$ cat config.mk
export PLATFORM = sky130hd
export DESIGN_NAME = whack_round_ctrl
export DESIGN_NICKNAME = d
export VERILOG_FILES = /design/src/rtl/whack_round_ctrl.sv
export SDC_FILE = /design/constraint.sdc
export NUM_CORES = 1
export LEC_CHECK = 0
export ABC_CLOCK_PERIOD_IN_PS = 2600
export CAP_MARGIN = 25
export CORE_UTILIZATION = 52
export CTS_CLUSTER_DIAMETER = 50
export DETAILED_ROUTE_END_ITERATION = 12
export GPL_TIMING_DRIVEN = 0
export PLACE_DENSITY = 0.84
export SLEW_MARGIN = 20
export SYNTH_ARGS = -nofsm -noshare
export SYNTH_HDL_FRONTEND = slang
export SYNTH_SLANG_ARGS = --single-unit
$ cat constraint.sdc
create_clock -name clock -period 2.6 [get_ports clock]
set_input_delay 0.52 -clock clock [delete_from_list [all_inputs] [get_ports clock]]
set_output_delay 0.52 -clock clock [all_outputs]
set_load 0.005 [all_outputs]
$ cat src/rtl/whack_round_ctrl.sv
// -----------------------------------------------------------------------------
// whack_round_ctrl
//
// Game-round sequencer for the whack-an-engineer datapath. Each round asks the
// pseudo-RNG for a new one-hot target, lights it for up to ON_CYCLES cycles,
// judges the first button rising edge as a hit or a miss (or a timeout miss),
// then keeps all targets dark for GAP_CYCLES cycles. After ROUND_COUNT rounds
// the block parks in DONE with the final scores held for the display logic.
//
// Parameters
//   ON_CYCLES    maximum cycles a target stays lit (>= 2)
//   GAP_CYCLES   dark cycles between targets (>= 1)
//   ROUND_COUNT  targets per game (1..255)
//
// Ports
//   clock       in   system clock, single domain
//   reset       in   synchronous active-high reset, returns to IDLE
//   start       in   begins a game when sampled high in IDLE or DONE
//   buttons     in   [4:0] debounced player buttons, bit i = target i
//   rng_data    in   [4:0] one-hot value from the RNG
//   rng_gen     out  one-cycle generate pulse to the RNG (high only in REQ)
//   led_target  out  [4:0] one-hot lit target, 0 when dark
//   score       out  [7:0] hits this game, saturating
//   misses      out  [7:0] misses this game, saturating
//   round_idx   out  [7:0] rounds completed this game
//   hit_pulse   out  one-cycle pulse on a hit
//   miss_pulse  out  one-cycle pulse on a miss
//   busy        out  high in every state except IDLE and DONE
//   done        out  high in DONE
//
// Every output is a flop. The next values of all state and outputs are formed
// in one combinational block and captured in one sequential block, so the
// outputs always describe the state the block is in during that cycle.
// -----------------------------------------------------------------------------
module whack_round_ctrl #(
    parameter int ON_CYCLES   = 50000000,
    parameter int GAP_CYCLES  = 12500000,
    parameter int ROUND_COUNT = 20
) (
    input  logic       clock,
    input  logic       reset,
    input  logic       start,
    input  logic [4:0] buttons,
    input  logic [4:0] rng_data,
    output logic       rng_gen,
    output logic [4:0] led_target,
    output logic [7:0] score,
    output logic [7:0] misses,
    output logic [7:0] round_idx,
    output logic       hit_pulse,
    output logic       miss_pulse,
    output logic       busy,
    output logic       done
);

    // -------------------------------------------------------------------------
    // Constants
    // -------------------------------------------------------------------------
    localparam int ON_W  = $clog2(ON_CYCLES) + 1;
    localparam int GAP_W = $clog2(GAP_CYCLES) + 1;

    localparam logic [ON_W-1:0]  ON_LAST    = ON_W'(ON_CYCLES - 1);
    localparam logic [GAP_W-1:0] GAP_LAST   = GAP_W'(GAP_CYCLES - 1);
    localparam logic [7:0]       ROUND_LAST = 8'(ROUND_COUNT);

    localparam logic [2:0] ST_IDLE = 3'd0;
    localparam logic [2:0] ST_REQ  = 3'd1;
    localparam logic [2:0] ST_LOAD = 3'd2;
    localparam logic [2:0] ST_SHOW = 3'd3;
    localparam logic [2:0] ST_GAP  = 3'd4;
    localparam logic [2:0] ST_DONE = 3'd5;

    // -------------------------------------------------------------------------
    // Helper functions
    // -------------------------------------------------------------------------

    // True when exactly one bit of v is set.
    function automatic logic is_one_hot(input logic [4:0] v);
        return (v != 5'b00000) && ((v & (v - 5'b00001)) == 5'b00000);
    endfunction

    // Rotate a 5-bit target left by one position, bit 4 wrapping to bit 0.
    function automatic logic [4:0] rotl1(input logic [4:0] v);
        return {v[3:0], v[4]};
    endfunction

    // Increment an 8-bit counter, sticking at 255 instead of wrapping.
    function automatic logic [7:0] sat_inc(input logic [7:0] v);
        return (v == 8'hFF) ? v : (v + 8'd1);
    endfunction

    // -------------------------------------------------------------------------
    // Registers
    // -------------------------------------------------------------------------
    logic [2:0]       state_r;
    logic [ON_W-1:0]  on_timer_r;
    logic [GAP_W-1:0] gap_timer_r;
    logic [4:0]       target_r;
    logic [4:0]       prev_target_r;
    logic [4:0]       btn_hist_r;
    logic [7:0]       score_r;
    logic [7:0]       misses_r;
    logic [7:0]       round_r;
    logic             rng_gen_r;
    logic [4:0]       led_r;
    logic             hit_r;
    logic             miss_r;
    logic             busy_r;
    logic             done_r;

    // -------------------------------------------------------------------------
    // Next-state signals
    // -------------------------------------------------------------------------
    logic [2:0]       state_s;
    logic [ON_W-1:0]  on_timer_s;
    logic [GAP_W-1:0] gap_timer_s;
    logic [4:0]       target_s;
    logic [4:0]       prev_target_s;
    logic [7:0]       score_s;
    logic [7:0]       misses_s;
    logic [7:0]       round_s;
    logic             hit_s;
    logic             miss_s;
    logic [4:0]       rise_s;
    logic [4:0]       cand_s;
    logic [4:0]       pick_s;

    // A rise is a button that is high now but was low last cycle. Because the
    // history tracks every cycle, a button already held when SHOW starts
    // never counts as a press.
    assign rise_s = buttons & ~btn_hist_r;

    // Target selection from the RNG sample: sanitise to one-hot, then avoid
    // repeating the previous target.
    always_comb begin
        cand_s = 5'b00001;
        pick_s = 5'b00001;
        if (is_one_hot(rng_data)) begin
            cand_s = rng_data;
        end else begin
            cand_s = 5'b00001;
        end
        if (cand_s == prev_target_r) begin
            pick_s = rotl1(cand_s);
        end else begin
            pick_s = cand_s;
        end
    end

    // Round sequencing: next state, timers, target and score bookkeeping.
    always_comb begin
        state_s       = state_r;
        on_timer_s    = on_timer_r;
        gap_timer_s   = gap_timer_r;
        target_s      = target_r;
        prev_target_s = prev_target_r;
        score_s       = score_r;
        misses_s      = misses_r;
        round_s       = round_r;
        hit_s         = 1'b0;
        miss_s        = 1'b0;

        case (state_r)
            ST_IDLE, ST_DONE: begin
                if (start) begin
                    score_s  = 8'd0;
                    misses_s = 8'd0;
                    round_s  = 8'd0;
                    state_s  = ST_REQ;
                end else begin
                    state_s  = state_r;
                end
            end

            ST_REQ: begin
                state_s = ST_LOAD;
            end

            ST_LOAD: begin
                target_s      = pick_s;
                prev_target_s = pick_s;
                on_timer_s    = {ON_W{1'b0}};
                state_s       = ST_SHOW;
            end

            ST_SHOW: begin
                // A press on the final lit cycle is still judged as a press;
                // the timeout only applies when nothing rose.
                if (rise_s != 5'b00000) begin
                    if (rise_s == target_r) begin
                        hit_s   = 1'b1;
                        score_s = sat_inc(score_r);
                    end else begin
                        miss_s   = 1'b1;
                        misses_s = sat_inc(misses_r);
                    end
                    round_s     = sat_inc(round_r);
                    gap_timer_s = {GAP_W{1'b0}};
                    state_s     = ST_GAP;
                end else if (on_timer_r == ON_LAST) begin
                    miss_s      = 1'b1;
                    misses_s    = sat_inc(misses_r);
                    round_s     = sat_inc(round_r);
                    gap_timer_s = {GAP_W{1'b0}};
                    state_s     = ST_GAP;
                end else begin
                    on_timer_s  = on_timer_r + {{(ON_W-1){1'b0}}, 1'b1};
                end
            end

            ST_GAP: begin
                // round_idx already counts this round, so compare it directly
                // against the game length when the gap expires.
                if (gap_timer_r == GAP_LAST) begin
                    if (round_r == ROUND_LAST) begin
                        state_s = ST_DONE;
                    end else begin
                        state_s = ST_REQ;
                    end
                end else begin
                    gap_timer_s = gap_timer_r + {{(GAP_W-1){1'b0}}, 1'b1};
                end
            end

            default: begin
                state_s = ST_IDLE;
            end
        endcase
    end

    // State, bookkeeping and registered outputs, all decoded from the next state.
    always_ff @(posedge clock) begin
        if (reset) begin
            state_r       <= ST_IDLE;
            on_timer_r    <= {ON_W{1'b0}};
            gap_timer_r   <= {GAP_W{1'b0}};
            target_r      <= 5'b00000;
            prev_target_r <= 5'b00000;
            btn_hist_r    <= 5'b00000;
            score_r       <= 8'd0;
            misses_r      <= 8'd0;
            round_r       <= 8'd0;
            rng_gen_r     <= 1'b0;
            led_r         <= 5'b00000;
            hit_r         <= 1'b0;
            miss_r        <= 1'b0;
            busy_r        <= 1'b0;
            done_r        <= 1'b0;
        end else begin
            state_r       <= state_s;
            on_timer_r    <= on_timer_s;
            gap_timer_r   <= gap_timer_s;
            target_r      <= target_s;
            prev_target_r <= prev_target_s;
            btn_hist_r    <= buttons;
            score_r       <= score_s;
            misses_r      <= misses_s;
            round_r       <= round_s;
            rng_gen_r     <= (state_s == ST_REQ);
            led_r         <= (state_s == ST_SHOW) ? target_s : 5'b00000;
            hit_r         <= hit_s;
            miss_r        <= miss_s;
            busy_r        <= (state_s != ST_IDLE) && (state_s != ST_DONE);
            done_r        <= (state_s == ST_DONE);
        end
    end

    // -------------------------------------------------------------------------
    // Outputs
    // -------------------------------------------------------------------------
    assign rng_gen    = rng_gen_r;
    assign led_target = led_r;
    assign score      = score_r;
    assign misses     = misses_r;
    assign round_idx  = round_r;
    assign hit_pulse  = hit_r;
    assign miss_pulse = miss_r;
    assign busy       = busy_r;
    assign done       = done_r;

endmodule

==> flow_summary_export.csv <==
group,metric,value,unit
die,start_util,53.6,%
critical_path,crit_arrival,2.86,ns
critical_path,startpoint_type,"register",
finish,final_common_cell,"dfxtp_1",
synth,synth_nets,605,
critical_path,crit_chain,"or4b_4 -> nor4b_4 -> nand4_4 -> a21oi_4 -> o21ai_2 -> or4_1 -> a21oi_1",
placed_design,hpwl,8090,um
synth,ys_seq_area_share,42.2,%
grt,grt_usage,24.3,%
die,dieArea,9880,sq um
placed_design,place_congestion,0.889,
synth,netlist_instances,586,
timing,fmax,393,MHz
die,core,9200,sq um
grt,grt_pass1_wl,19500,um
synth,synthDistinctLibCells,54,
power_and_ir_drop,total_power,2.99,mW
cts,cts_tree,"yes",
timing,hold_viol,0,
timing,fin_crit_sh,97.8,%
route,wl,11700,um
timing,grt_setup_unrepaired,"true",
finish,nFillCells,754,
finish,fin_util,64.7,%
synth,async_flop_share,0,%
grt,first_global_vias,4327,
status,status,"finished clean",
route,drc,0,
synth,avgSynthCellArea,8.42,sq um
cts,tritoncts.num_buffers,9,
grt,grt_antenna_before_repair,0,
die,dieWidth,99.4,um
timing,max_slew_margin,63.8,%
critical_path,cpMaxStageDelayCell,"or4b_4",
placed_design,port_buffers,45,
route,viasPerCell,5.89,
timing,worst_pin_slew,0.544,ns
power_and_ir_drop,p_per_area,503,nW/um^2
route,num_vias,4506,
critical_path,path_class,"register to register",
finish,drive_gt1_share,9.94,%
route,postRouteAntennaNets,0,
worst_hold_path,min_path_type,"register to register",
timing,finalSetupViolations,0,
die,die_h,99.4,um
synth,ys_ff_latch,104,
critical_path,critical_path_required,2.92,ns
die,ios,47,
flow_run,maxCapViolCount,0,
cts,cts.sinks,104,
power_and_ir_drop,p_leak,2.07,nW
timing,finalClockSkew,0.0141,ns
route,drtIter0Drc,239,
critical_path,worstSetupEndpointType,"register",
finish,finalNetCount,668,
timing,slew_viol_final,0,
route,routedWlPerCell,15.3,um
finish,mostFrequentLayoutCells,"101 x dfxtp_1, 90 x nor2_1, 51 x nand2_1",
synth,synth_ff_type,"dfxtp_1",
power_and_ir_drop,worst_ir_drop_vdd,368,uV
synth,synth_area,4930,sq um
cts,cts_root_buffer,"clkbuf_8",
timing,holdWs,0.479,ns
timing,fin_crit,2.54,ns
cts,cts_buffer_depth,2,
critical_path,worstPathMaxFanout,6,
finish,area_delta_synth_final,20.7,%
cts,ctsHoldBuffers,0,
synth,synth_edf_count,0,
die,rows,35,
cts,htree_levels,3,
cts,clk_pin_slew,0.11,ns
grt,grt_max_degree,20,
finish,num_antenna_cells,0,
critical_path,slowest_delay,0.55,ns
route,dr.pass1.iters,4,
synth,yosysWarnings,0,
grt,grt-ovfl-total,0,
cts,clk_latency,0.38,ns
logic make-up after synthesis:
logic type,share of synthesized area [%]
buffers and inverters,2.05
flip-flops,42.2
AND/OR/NAND/NOR,31.7
multiplexers,1.27
adder cells (fa/ha/maj),1.52
AO/OA/AOI/OAI,10.5
XOR/XNOR,10.8
cell type report:
| cell class | instances | area, sq um | area share, % |
|---|---|---|---|
| Buffer | 17 | 72.6 | 1.22 |
| Clock buffer | 10 | 128 | 2.14 |
| Clock inverter | 6 | 62.6 | 1.05 |
| Inverter | 9 | 33.8 | 0.567 |
| Multi-Input combinational cell | 455 | 2920 | 49.0 |
| Sequential cell | 104 | 2090 | 35.0 |
| Tap cell | 111 | 139 | 2.33 |
| Timing Repair Buffer | 53 | 513 | 8.62 |
Yosys cell counts (2+ instances only):
cell	instances	area share (%)
o31ai_1	3	0.46
o211ai_1	4	0.61
xor2_1	35	6.2
or3_1	12	1.5
o21a_1	3	0.46
and2_1	10	1.3
and4_1	6	1.1
nor3_1	18	1.8
a31o_2	2	0.36
nand3b_1	3	0.46
nor2_1	91	6.9
or4_1	4	0.61
ha_1	6	1.5
a31oi_1	3	0.38
mux2_2	2	0.46
nand2b_1	4	0.51
a21oi_1	22	2.2
a22oi_1	2	0.30
dfxtp_1	104	42
mux2i_1	4	0.81
and3_1	19	2.4
clkbuf_1	18	1.4
xnor2_1	26	4.6
inv_1	9	0.68
o211a_1	2	0.41
nor3b_1	3	0.46
o2111ai_1	2	0.36
nor2b_1	14	1.8
nor4_1	8	1.0
o21ai_0	20	2.0
a211oi_1	6	0.91
nand2_1	51	3.9
nor4b_1	6	1.1
nand3_1	28	2.8
nand4_1	17	2.2
where the power goes:
group / internal, mW / leakage (nW) / switching, mW
Clock: 0.374 / 0.0961 / 0.609
Combinational: 0.143 / 1.13 / 0.214
Sequential: 1.63 / 0.843 / 0.0269
worst paths after layout:
path,slack (ns),depth (start not counted),from,endpoint
min reg2reg,0.48,2,prev_target_r[0],prev_target_r[0]
min,0.48,2,prev_target_r[0],prev_target_r[0]
max,0.06,7,on_timer_r[7],gap_timer_r[23]
max reg2reg,0.06,7,on_timer_r[7],gap_timer_r[23]
sequential cells by signal (all words and copies together) (netlist names), 3 cells and up:
signal,flops
btn_hist_r,5
on_timer_r,27
score,8
gap_timer_r,25
led_target,5
state_r,3
misses,8
prev_target_r,5
round_idx,8
target_r,5
stage by stage:
stage	instances	TNS (ns)	setup slack (ns)	area [sq um]
3_3_place_gp	742	-23.41	-0.587	5520
6_report	765	0	0.0560	5950
5_1_grt	765	-0.0836	-0.0528	5950
3_5_place_dp	742	-31.19	-0.737	5520
4_1_cts	761	0	0.00964	5810
2_1_floorplan	586	0	0.172	4930
critical path, delay by kind of cell (launching register included):
family	cells	cell delay, ns
and+or+nand+nor	4	1.60
AOI/OAI and AO/OA	3	0.53
DFF	1	0.35
routing by layer:
layer  GRT usage [%]  routed length (um)  part of all wire [%]
met5               0                   0                     0
met4            9.62                 327                   2.8
met3            4.64                 468                   4.0
met2            41.8                5790                    49
met1            30.1                5130                    44
what timing repair did:
| action | in CTS | in global routing |
|---|---|---|
| endpoints found under the setup margin | 53 | 58 |
| pin swaps | 4 | 9 |
| gates cloned | 0 | 0 |
| setup buffers | 4 | 4 |
| resized for setup | 20 | 29 |
(Power assumes the default switching activity.)
